$ cat src/rtl/lsu_wbuf_if.sv
// Scheduler / ALU / memory-bus signal bundle for lsu_wbuf.
// slave: the LSU side. master: the scheduler, ALU and memory side.
interface lsu_wbuf_if #(
    parameter int unsigned AW = 16,
    parameter int unsigned DW = 16
) ();
    logic          sched_ld;
    logic          sched_st;
    logic [AW-1:0] sched_addr;
    logic [DW-1:0] sched_wdata;
    logic          sched_ack;
    logic          ld_rdy;
    logic [DW-1:0] ld_data;
    logic          rmw_data_rdy;
    logic [AW-1:0] rmw_addr;
    logic [DW-1:0] rmw_data;
    logic          rmw_deny_op;
    logic          rmw_hold;
    logic          mem_req;
    logic          mem_we;
    logic [AW-1:0] mem_addr;
    logic [DW-1:0] mem_wdata;
    logic          mem_ack;
    logic [DW-1:0] mem_rdata;

    modport slave (
        input  sched_ld, sched_st, sched_addr, sched_wdata,
        input  rmw_data_rdy, rmw_addr, rmw_data, rmw_deny_op,
        input  mem_ack, mem_rdata,
        output sched_ack, ld_rdy, ld_data, rmw_hold,
        output mem_req, mem_we, mem_addr, mem_wdata
    );

    modport master (
        output sched_ld, sched_st, sched_addr, sched_wdata,
        output rmw_data_rdy, rmw_addr, rmw_data, rmw_deny_op,
        output mem_ack, mem_rdata,
        input  sched_ack, ld_rdy, ld_data, rmw_hold,
        input  mem_req, mem_we, mem_addr, mem_wdata
    );
endinterface

$ cat src/rtl/lsu_wbuf.sv
// Load/store unit with an in-order write buffer and a single outstanding bus transaction.
// Loads bypass queued stores unless they alias a buffered address.
// Optional: define LSU_STORE_FWD_EN to serve aliasing loads from the youngest buffered store.
module lsu_wbuf #(
    parameter int unsigned WB_DEPTH = 4,
    parameter int unsigned AW       = 16,
    parameter int unsigned DW       = 16
) (
    input  logic       clk,
    input  logic       a_rst_n,
    lsu_wbuf_if.slave  bus
);
    localparam int unsigned PW = $clog2(WB_DEPTH);
    localparam int unsigned CW = $clog2(WB_DEPTH + 1);
    localparam logic [CW-1:0] Full    = CW'(WB_DEPTH);
    localparam logic [CW-1:0] StLimit = CW'(WB_DEPTH - 2);

    typedef enum logic [1:0] {StIdle, StRd, StWr} state_t;

    state_t        state, state_nxt;
    logic [AW-1:0] buf_addr [WB_DEPTH];
    logic [DW-1:0] buf_data [WB_DEPTH];
    logic          buf_rmw  [WB_DEPTH];
    logic [PW-1:0] head_q, tail_q;
    logic [CW-1:0] count_q, rmw_cnt_q;
    logic          ld_pend_q;
    logic [AW-1:0] ld_addr_q;
    logic [CW-1:0] drain_q;      // older entries that must retire before the pending load
    logic          ld_rdy_q;
    logic [DW-1:0] ld_data_q;
    logic [AW-1:0] mem_addr_q;
    logic [DW-1:0] mem_wdata_q;

    logic          hit;
    logic [CW-1:0] hit_pos;
    logic [DW-1:0] hit_data;
    logic          ld_acc, st_acc, fwd, new_ld, pend, enq, pop, rd_done;
    logic          issue_rd, issue_wr;
    logic [AW-1:0] pend_addr;
    logic [CW-1:0] drain;

    // Youngest live entry whose address matches the scheduler address.
    always_comb begin
        hit      = 1'b0;
        hit_pos  = '0;
        hit_data = '0;
        for (int unsigned i = 0; i < WB_DEPTH; i++) begin
            if (CW'(i) < count_q && buf_addr[head_q + PW'(i)] == bus.sched_addr) begin
                hit      = 1'b1;
                hit_pos  = CW'(i + 1);
                hit_data = buf_data[head_q + PW'(i)];
            end
        end
    end

    assign ld_acc = bus.sched_ld & ~bus.rmw_deny_op & (state == StIdle) & ~ld_pend_q;
    // RMW capture owns the reserved slot, so it wins over a same-cycle store.
    assign st_acc = bus.sched_st & ~bus.rmw_deny_op & (count_q <= StLimit) & ~bus.rmw_data_rdy;
`ifdef LSU_STORE_FWD_EN
    assign fwd = ld_acc & hit;
`else
    assign fwd = 1'b0;
`endif
    assign new_ld    = ld_acc & ~fwd;
    assign pend      = ld_pend_q | new_ld;
    assign pend_addr = new_ld ? bus.sched_addr : ld_addr_q;
    assign drain     = new_ld ? (hit ? hit_pos : '0) : drain_q;
    assign enq       = bus.rmw_data_rdy | st_acc;
    assign pop       = (state == StWr) & bus.mem_ack;
    assign rd_done   = (state == StRd) & bus.mem_ack;

    // Next-state: full buffer drains first, then an unblocked load, then the head store.
    always_comb begin
        state_nxt = state;
        issue_rd  = 1'b0;
        issue_wr  = 1'b0;
        unique case (state)
            StIdle: begin
                if (count_q == Full) begin
                    issue_wr = 1'b1;
                end else if (pend && drain == '0) begin
                    issue_rd = 1'b1;
                end else if (count_q != '0) begin
                    issue_wr = 1'b1;
                end
                if (issue_rd) state_nxt = StRd;
                if (issue_wr) state_nxt = StWr;
            end
            StRd:    if (bus.mem_ack) state_nxt = StIdle;
            StWr:    if (bus.mem_ack) state_nxt = StIdle;
            default: state_nxt = StIdle;
        endcase
    end

    // State, pointers, counters and pending-load tracking.
    always_ff @(posedge clk or negedge a_rst_n) begin
        if (!a_rst_n) begin
            state     <= StIdle;
            head_q    <= '0;
            tail_q    <= '0;
            count_q   <= '0;
            rmw_cnt_q <= '0;
            ld_pend_q <= 1'b0;
            ld_addr_q <= '0;
            drain_q   <= '0;
        end else begin
            state     <= state_nxt;
            head_q    <= head_q + PW'(pop);
            tail_q    <= tail_q + PW'(enq);
            count_q   <= count_q + CW'(enq) - CW'(pop);
            rmw_cnt_q <= rmw_cnt_q + CW'(bus.rmw_data_rdy) - CW'(pop & buf_rmw[head_q]);
            ld_pend_q <= pend & ~issue_rd;
            ld_addr_q <= pend_addr;
            if (new_ld)                      drain_q <= drain;
            else if (pop && drain_q != '0)   drain_q <= drain_q - 1'b1;
        end
    end

    // Buffer storage; contents are don't-care outside the head..tail window.
    always_ff @(posedge clk) begin
        if (enq) begin
            buf_addr[tail_q] <= bus.rmw_data_rdy ? bus.rmw_addr : bus.sched_addr;
            buf_data[tail_q] <= bus.rmw_data_rdy ? bus.rmw_data : bus.sched_wdata;
            buf_rmw[tail_q]  <= bus.rmw_data_rdy;
        end
    end

    // Bus address/data latched on issue, load data latched on completion or forward.
    always_ff @(posedge clk or negedge a_rst_n) begin
        if (!a_rst_n) begin
            mem_addr_q  <= '0;
            mem_wdata_q <= '0;
            ld_rdy_q    <= 1'b0;
            ld_data_q   <= '0;
        end else begin
            if (issue_rd) begin
                mem_addr_q <= pend_addr;
            end else if (issue_wr) begin
                mem_addr_q  <= buf_addr[head_q];
                mem_wdata_q <= buf_data[head_q];
            end
            ld_rdy_q <= rd_done | fwd;
            if (rd_done)  ld_data_q <= bus.mem_rdata;
            else if (fwd) ld_data_q <= hit_data;
        end
    end

    assign bus.sched_ack = ld_acc | st_acc;
    assign bus.ld_rdy    = ld_rdy_q;
    assign bus.ld_data   = ld_data_q;
    assign bus.rmw_hold  = (rmw_cnt_q != '0);
    assign bus.mem_req   = (state != StIdle);
    assign bus.mem_we    = (state == StWr);
    assign bus.mem_addr  = mem_addr_q;
    assign bus.mem_wdata = mem_wdata_q;
endmodule
$ cat src/flat_wrapper.sv
// flat-port wrapper written by rule: the top's interface ports become plain ports
module lsu_wbuf_flat 
#(
    parameter int unsigned WB_DEPTH = 4,
    parameter int unsigned AW       = 16,
    parameter int unsigned DW       = 16
)
  (clk, a_rst_n, bus_sched_ld, bus_sched_st, bus_sched_addr, bus_sched_wdata, bus_rmw_data_rdy, bus_rmw_addr, bus_rmw_data, bus_rmw_deny_op, bus_mem_ack, bus_mem_rdata, bus_sched_ack, bus_ld_rdy, bus_ld_data, bus_rmw_hold, bus_mem_req, bus_mem_we, bus_mem_addr, bus_mem_wdata);
  lsu_wbuf_if #(.AW(AW), .DW(DW)) bus_i ();
  input  logic clk;
  input  logic a_rst_n;
  input wire logic [$bits(bus_i.sched_ld)-1:0] bus_sched_ld;
  input wire logic [$bits(bus_i.sched_st)-1:0] bus_sched_st;
  input wire logic [$bits(bus_i.sched_addr)-1:0] bus_sched_addr;
  input wire logic [$bits(bus_i.sched_wdata)-1:0] bus_sched_wdata;
  input wire logic [$bits(bus_i.rmw_data_rdy)-1:0] bus_rmw_data_rdy;
  input wire logic [$bits(bus_i.rmw_addr)-1:0] bus_rmw_addr;
  input wire logic [$bits(bus_i.rmw_data)-1:0] bus_rmw_data;
  input wire logic [$bits(bus_i.rmw_deny_op)-1:0] bus_rmw_deny_op;
  input wire logic [$bits(bus_i.mem_ack)-1:0] bus_mem_ack;
  input wire logic [$bits(bus_i.mem_rdata)-1:0] bus_mem_rdata;
  output wire logic [$bits(bus_i.sched_ack)-1:0] bus_sched_ack;
  output wire logic [$bits(bus_i.ld_rdy)-1:0] bus_ld_rdy;
  output wire logic [$bits(bus_i.ld_data)-1:0] bus_ld_data;
  output wire logic [$bits(bus_i.rmw_hold)-1:0] bus_rmw_hold;
  output wire logic [$bits(bus_i.mem_req)-1:0] bus_mem_req;
  output wire logic [$bits(bus_i.mem_we)-1:0] bus_mem_we;
  output wire logic [$bits(bus_i.mem_addr)-1:0] bus_mem_addr;
  output wire logic [$bits(bus_i.mem_wdata)-1:0] bus_mem_wdata;
  assign bus_i.sched_ld = bus_sched_ld;
  assign bus_i.sched_st = bus_sched_st;
  assign bus_i.sched_addr = bus_sched_addr;
  assign bus_i.sched_wdata = bus_sched_wdata;
  assign bus_i.rmw_data_rdy = bus_rmw_data_rdy;
  assign bus_i.rmw_addr = bus_rmw_addr;
  assign bus_i.rmw_data = bus_rmw_data;
  assign bus_i.rmw_deny_op = bus_rmw_deny_op;
  assign bus_i.mem_ack = bus_mem_ack;
  assign bus_i.mem_rdata = bus_mem_rdata;
  assign bus_sched_ack = bus_i.sched_ack;
  assign bus_ld_rdy = bus_i.ld_rdy;
  assign bus_ld_data = bus_i.ld_data;
  assign bus_rmw_hold = bus_i.rmw_hold;
  assign bus_mem_req = bus_i.mem_req;
  assign bus_mem_we = bus_i.mem_we;
  assign bus_mem_addr = bus_i.mem_addr;
  assign bus_mem_wdata = bus_i.mem_wdata;
  lsu_wbuf #(.WB_DEPTH(WB_DEPTH), .AW(AW), .DW(DW)) u_core (.clk(clk), .a_rst_n(a_rst_n), .bus(bus_i));
endmodule
$ cat config.mk
export PLATFORM = sky130hd
export DESIGN_NAME = lsu_wbuf_flat
export DESIGN_NICKNAME = d
export VERILOG_FILES = /design/src/rtl/lsu_wbuf_if.sv /design/src/rtl/lsu_wbuf.sv /design/src/flat_wrapper.sv
export SDC_FILE = /design/constraint.sdc
export NUM_CORES = 1
export LEC_CHECK = 0
export CAP_MARGIN = 10
export CELL_PAD_IN_SITES_DETAIL_PLACEMENT = 0
export CELL_PAD_IN_SITES_GLOBAL_PLACEMENT = 1
export CORE_MARGIN = 2
export CORE_UTILIZATION = 50
export DETAILED_ROUTE_END_ITERATION = 16
export GPL_TIMING_DRIVEN = 0
export PLACE_DENSITY_LB_ADDON = 0.08
export SYNTH_ARGS = -nofsm -noshare
export SYNTH_HDL_FRONTEND = slang
export SYNTH_SLANG_ARGS = --single-unit
$ cat constraint.sdc
create_clock -name clk -period 11.3 [get_ports clk]
set_clock_uncertainty 0.1 [all_clocks]
set_input_delay 3.39 -clock clk [delete_from_list [all_inputs] [get_ports clk]]
set_output_delay 3.39 -clock clk [all_outputs]
set_load 0.02 [all_outputs]
==> impl_metrics.csv, run 1 <==
group,metric,value,unit
setup_path,path_class,"in -> out",
timing,max_freq,103,MHz
power,p_seq_frac,0.320,
timing,finalCritPeriodShare,0.858,
clock_network,cts_tree,"yes",
floorplan,pin_count,140,
floorplan,rows,54,
drt,vias_per_cell,5.89,
setup_path,worstSetupEndpointType,"output pin",
synthesis,yosys.cell_types.count,52,
drt,drtPass1Iterations,7,
global_route,grt_max_degree,54,
clock_network,hold_buffers,0,
power,p_int,2.44,mW
job,maxCapViolations,0,
final_layout,drive_gt1_frac,0.202,
setup_path,reg2reg_depth,15,
synthesis,ys_ff_latch,213,
synthesis,ys_seq_area_frac,0.547,
timing,relSlewSlack,0.133,
floorplan,die_x,152,µm
power,swShare,0.372,
final_layout,stdcell_area,0.0135,mm²
final_layout,fill_cells,1680,
timing,holdWs,0.373,ns
final_layout,area_growth,22.8,%
timing,worst_slew_pin_slew,1.28,ns
timing,period_needed,9.70,ns
drt,avgRoutedWirePerCell,23.0,µm
power,powerDensity,289,mW/mm²
power,combPwrFrac,0.485,
setup_path,cp-start-kind,"input port",
synthesis,syn_nets,870,
global_route,grt_pass1_wl,43.9,mm
global_route,grt_use_total,0.244,
synthesis,synth.most_common_cell,"edfxtp_1",
synthesis,synth_area,0.0110,mm²
timing,tns,0,ns
synthesis,async_reset_ff_frac,0.380,
placement,pre_cts_ws,1.52,ns
synthesis,syn-instance-count,768,
hold_path,whs_path_depth,1,
placement,port_buffers,124,
synthesis,netlist_top_cells_area,"edfxtp_1 36%, dfrtp_1 19%, mux4_2 13%",
placement,post_dp_cell_area,0.0127,mm²
clock_network,cts_resized,0,
clock_network,ctsHtreeMaxLevel,1,
synthesis,yosys_warnings,0,
global_route,overflow,0,
timing,finalSetupViolCount,0,
drt,routed_wl,28.1,mm
power,netSwitchingPower,1.45,mW
synthesis,synth-edff-count,132,
clock_network,clock_sinks,213,
power,ir_drop,0.135,mV
drt,drc_errors,0,
synthesis,synth_flop_cell,"edfxtp_1",
final_layout,n_antenna_cell,0,
clock_network,clock_latency,0.53,ns
drt,vias,7198,
floorplan,die_y,152,µm
timing,slew_viol_final,0,
setup_path,worstPathArrival,6.21,ns
final_layout,postLayoutCoreUtil,0.620,
hold_path,hold_path.class,"reg -> reg",
clock_network,clk_pin_slew,0.06,ns
setup_path,cp_max_fo,10,
timing,hold_viol,0,
synthesis,syn_avg_cell_area,14.3,µm²
clock_network,cts_buffers,23,
drt,ant_nets,0,
floorplan,start_util,0.505,
clock_network,postCtsSetupRepairBufs,0,
floorplan,fp.coreArea,0.0217,mm²
drt,drtIter0Drc,554,
timing,setup_ws,1.60,ns
global_route,antenna_found_initial,1,
power,p_clk_frac,0.195,
clock_network,clockRootBuffer,"clkbuf_16",
synthesis,synth_top_cell_by_area,"edfxtp_1",
placement,hpwl,20.2,mm
final_layout,nets,1027,
timing,rsz0062_at_grt,"no",
setup_path,crit_required,7.81,ns
floorplan,dieArea,0.0231,mm²
synthesis,netlist.area_leader.share,0.362,
clock_network,clk_path_buf_depth,3,
global_route,grt_pass1_vias,7606,
placement,place_congestion,0.876,
outcome,status,"finished, final reports clean",
power,p_leak,5.14,nW
synthesis,synthTopCellsByCount,"132 x edfxtp_1, 81 x dfrtp_1, 70 x nand2_1",
path summary, 6_finish.rpt:
check                               startpoint                 endpoint  slack (ns)
setup / recovery              bus_rmw_data_rdy            bus_sched_ack        1.60
hold / removal             u_core.rmw_cnt_q[2]      u_core.rmw_cnt_q[2]        0.37
setup reg to reg              u_core.head_q[1]      u_core.rmw_cnt_q[2]        6.73
hold reg to reg            u_core.rmw_cnt_q[2]      u_core.rmw_cnt_q[2]        0.37
max in group asynchronous              a_rst_n  u_core.bus.mem_wdata[1]        7.79
min in group asynchronous              a_rst_n      u_core.ld_addr_q[2]        2.69
power groups by stage:
stage	clock, mW	sequential (mW)	combinational (mW)
CTS	0.774	1.25	1.89
finish	0.757	1.25	1.89
detailed placement	0	1.26	1.88
floorplan	0	1.33	1.17
global placement	0	1.25	1.82
global route	0.805	1.27	2.02
stage by stage:
step / power, mW / cells
after global placement: 3.08 / 1172
after CTS: 3.91 / 1222
after floorplan: 2.49 / 768
final: 3.89 / 1222
after global routing: 4.10 / 1222
after detailed placement: 3.14 / 1180
per-layer routing:
layer | wire [µm] | up-vias | GRT usage | share of wire
met1 | 12200 | 3629 | 0.352 | 0.43
met2 | 13100 | 317 | 0.389 | 0.47
met4 | 470 | 2 | 0.0485 | 0.017
met3 | 2320 | 47 | 0.0513 | 0.083
li1 | - | 3203 | - | -
met5 | 13 | - | 0 | 0.00046
registers in the layout, summed over array words and instances, names as in the netlist:
name	flops
u_core.drain_q	3
u_core.rmw_cnt_q	3
u_core.bus.ld_data	16
u_core.buf_data	64
u_core.head_q	2
u_core.bus.ld_rdy	1
u_core.tail_q	2
u_core.state	2
u_core.buf_rmw	4
u_core.buf_addr	64
u_core.count_q	3
u_core.ld_addr_q	16
u_core.bus.mem_addr	16
u_core.ld_pend_q	1
u_core.bus.mem_wdata	16
final cells by class:
| class | count | area [µm²] | area share |
|---|---|---|---|
| Sequential cell | 213 | 5990 | 0.445 |
| Timing Repair Buffer | 132 | 1370 | 0.101 |
| Clock inverter | 13 | 156 | 0.0116 |
| Clock buffer | 29 | 608 | 0.0452 |
| Multi-Input combinational cell | 457 | 4550 | 0.338 |
| Buffer | 52 | 262 | 0.0194 |
| Inverter | 46 | 173 | 0.0128 |
| Tap cell | 280 | 350 | 0.0260 |
logic make-up (layout without fill, tap and decap cells):
logic type	count (synthesis)	in the layout	synth area share
buffers and inverters	98	272	0.0396
multiplexers	176	176	0.240
XOR/XNOR	65	65	0.0520
adder cells (fa/ha/maj)	15	15	0.0185
AND/OR/NAND/NOR	138	138	0.0569
flip-flops	213	213	0.547
AO/OA/AOI/OAI	63	63	0.0458
critical path: stages:
cell and delay [ns]:
clkdlybuf4s50_1 0.57, clkbuf_1 0.71, clkbuf_1 0.72, o21ai_0 0.21, clkdlybuf4s50_1 0.58
layout by cell type, fill, tap and decap left out, drive strengths merged, types with 2 or more instances in the layout:
| cell | count |
|---|---|
| o31ai | 3 |
| dfrtp | 81 |
| nor2 | 26 |
| a211oi | 3 |
| fa | 2 |
| nand2 | 70 |
| edfxtp | 132 |
| o22ai | 3 |
| a21o | 3 |
| buf | 32 |
| a22o | 2 |
| ha | 13 |
| or3 | 3 |
| clkbuf | 58 |
| a222oi | 15 |
| o221ai | 4 |
| inv | 46 |
| mux2 | 74 |
| xor2 | 22 |
| xnor2 | 43 |
| and3 | 3 |
| nand2b | 2 |
| nor2b | 4 |
| nand4 | 9 |
| nor3 | 5 |
| o21ai | 15 |
| clkinv | 10 |
| a21oi | 6 |
| bufinv | 3 |
| mux4 | 62 |
| nor4 | 3 |
| a2111oi | 2 |
| nand3 | 7 |
| mux2i | 40 |
| clkdlybuf4s50 | 123 |
Note: power is estimated with default switching activity, not from simulation.
==> run 2: changes to the inputs <==
--- a/config.mk
+++ b/config.mk
@@ -16,3 +16,4 @@
 export SYNTH_ARGS = -nofsm -noshare
 export SYNTH_HDL_FRONTEND = slang
 export SYNTH_SLANG_ARGS = --single-unit
+export TNS_END_PERCENT = 100
==> results of run 2 <==
The final DEF is identical to that of run 1; final timing and power are the same.
==> run 3: changes to the inputs <==
==> constraint.sdc (replaced) <==
create_clock -name clk -period 11.3 [get_ports clk]
set_clock_uncertainty 0.1 [all_clocks]
set_input_delay 1.13 -clock clk [delete_from_list [all_inputs] [get_ports clk]]
set_output_delay 1.13 -clock clk [all_outputs]
set_load 0.02 [all_outputs]
==> results of run 3 <==
Same layout as run 1 (identical final DEF). Status: finished, final reports clean.
Among the figures that moved: setup slack after placement 1.52 ns -> 6.04 ns; setup slack after layout 1.60 ns -> 6.12 ns
==> variant, RTL diff (settings of run 2) <==
Encoding of `state_t`: now one-hot (3 bits for 3 states).
--- a/src/rtl/lsu_wbuf.sv
+++ b/src/rtl/lsu_wbuf.sv
@@ -15,7 +15,7 @@
     localparam logic [CW-1:0] Full    = CW'(WB_DEPTH);
     localparam logic [CW-1:0] StLimit = CW'(WB_DEPTH - 2);
 
-    typedef enum logic [1:0] {StIdle, StRd, StWr} state_t;
+    typedef enum logic [2:0] {StIdle = 3'b001, StRd = 3'b010, StWr = 3'b100} state_t;
 
     state_t        state, state_nxt;
     logic [AW-1:0] buf_addr [WB_DEPTH];
Formal check against the unedited RTL: same outputs for any inputs over 4 cycles, from zero or initial values and one cycle with a_rst_n low; so few cycles prove little.
==> variant against run 2 <==
  * Non-clock buffer count is the same
  * Clock power is 3.6% higher
  * Synthesized cell count is 1.0% higher
  * Sequential share of layout area decreased by 0.16 points
  * Core utilization is 0.30 points higher
  * Critical path depth unchanged
  * Wire length rose by 3.1%
  * Total power fell by 0.97%
  * Synthesized area grew 0.70%
  * Final area up 0.80%
  * Setup slack improved by 0.20 ns
  * Sequential cell count grew 1
  * Critical endpoint unchanged
==> variant: results (changes against run 2) <==
dp_hpwl_um: 20900  # +3.6%
met2_usage_pct: 40.8  # +1.9 points
firstDrtPassIters: 5  # -2
r2r_setup_slack_ns: 6.50  # -0.23 ns
critical-path-max-stage-delay_ns: 0.68  # -0.04 ns
gr-usage-met1_pct: 34.7  # -0.44 points
dpl.cell_count: 1188  # +0.68%
fin_nets: 1033  # +0.58%
yosys-top-cells-area: "edfxtp_1, dfrtp_1, mux4_2"
drt_iter0_markers: 576  # +4.0%
whs_ns: 0.373  # -0.000688 ns
synth_nets: 875  # +0.57%
synthTopCellsByCount: "edfxtp_1, mux2_2, dfrtp_1, nand2_1"
grt_max_degree: 45  # -17%
worstPathArrival_ns: 6.01  # -0.20 ns
antenna_found_initial: 0  # -1
drive_gt1_share_pct: 23.4  # +3.3 points
slew_headroom_pct: 24.1  # +11 points
worst_slack_ns: 1.80  # +0.200 ns
p_leak_nw: 5.05  # -1.7%
grt.met3_usage_pct: 4.72  # -0.41 points
dp_slack_ns: 1.79  # +0.275 ns
cts-buffers-inserted: 24  # +4.3%
async_reset_ff_share_pct: 38.3  # +0.29 points
ys_seq_area_share_pct: 54.6  # -0.14 points
netlist_instances: 776  # +1.0%
status: "finished clean"
[variant: final cells by class]
type / count / area [sq um]
flip-flops and latches: 214 / 6020
clock buffers: 30 / 654
inverters: 28 / 105
plain buffers: 52 / 280
repair buffers: 132 / 1360
multi-input cells: 482 / 4650
fillers: 1676 / 8200
well taps: 280 / 350
clock inverters: 14 / 143
[variant: kinds of logic after synthesis]
| family | Yosys count | share of synthesized area [%] |
|---|---|---|
| compound gates | 61 | 4.21 |
| xor+xnor | 67 | 5.32 |
| flops | 214 | 54.6 |
| simple gates | 156 | 6.93 |
| buf+inv | 80 | 3.49 |
| fa+ha+maj | 12 | 1.50 |
| mux | 186 | 24.0 |
[variant: where the power goes]
group / switching (mW) / internal (mW)
logic: 0.964 / 0.862
registers: 0.132 / 1.11
clock network: 0.308 / 0.477
[variant: worst min path at each step]
stage | startpoint | end | depth (start not counted)
after floorplan | u_core.ld_addr_q[12] | u_core.ld_addr_q[12] | 2
after global placement | u_core.ld_addr_q[12] | u_core.ld_addr_q[12] | 2
after detailed placement | u_core.ld_addr_q[7] | u_core.ld_addr_q[7] | 2
after CTS | u_core.ld_addr_q[8] | u_core.ld_addr_q[8] | 2
after global routing | u_core.rmw_cnt_q[2] | u_core.rmw_cnt_q[2] | 1
final | u_core.rmw_cnt_q[2] | u_core.rmw_cnt_q[2] | 1
[variant: metal layers]
layer  part of all wire, %  wire length (um)
met3                   7.0              2030
met1                    43             12600
met5                     0                 0
met4                   2.2               642
met2                    47             13700
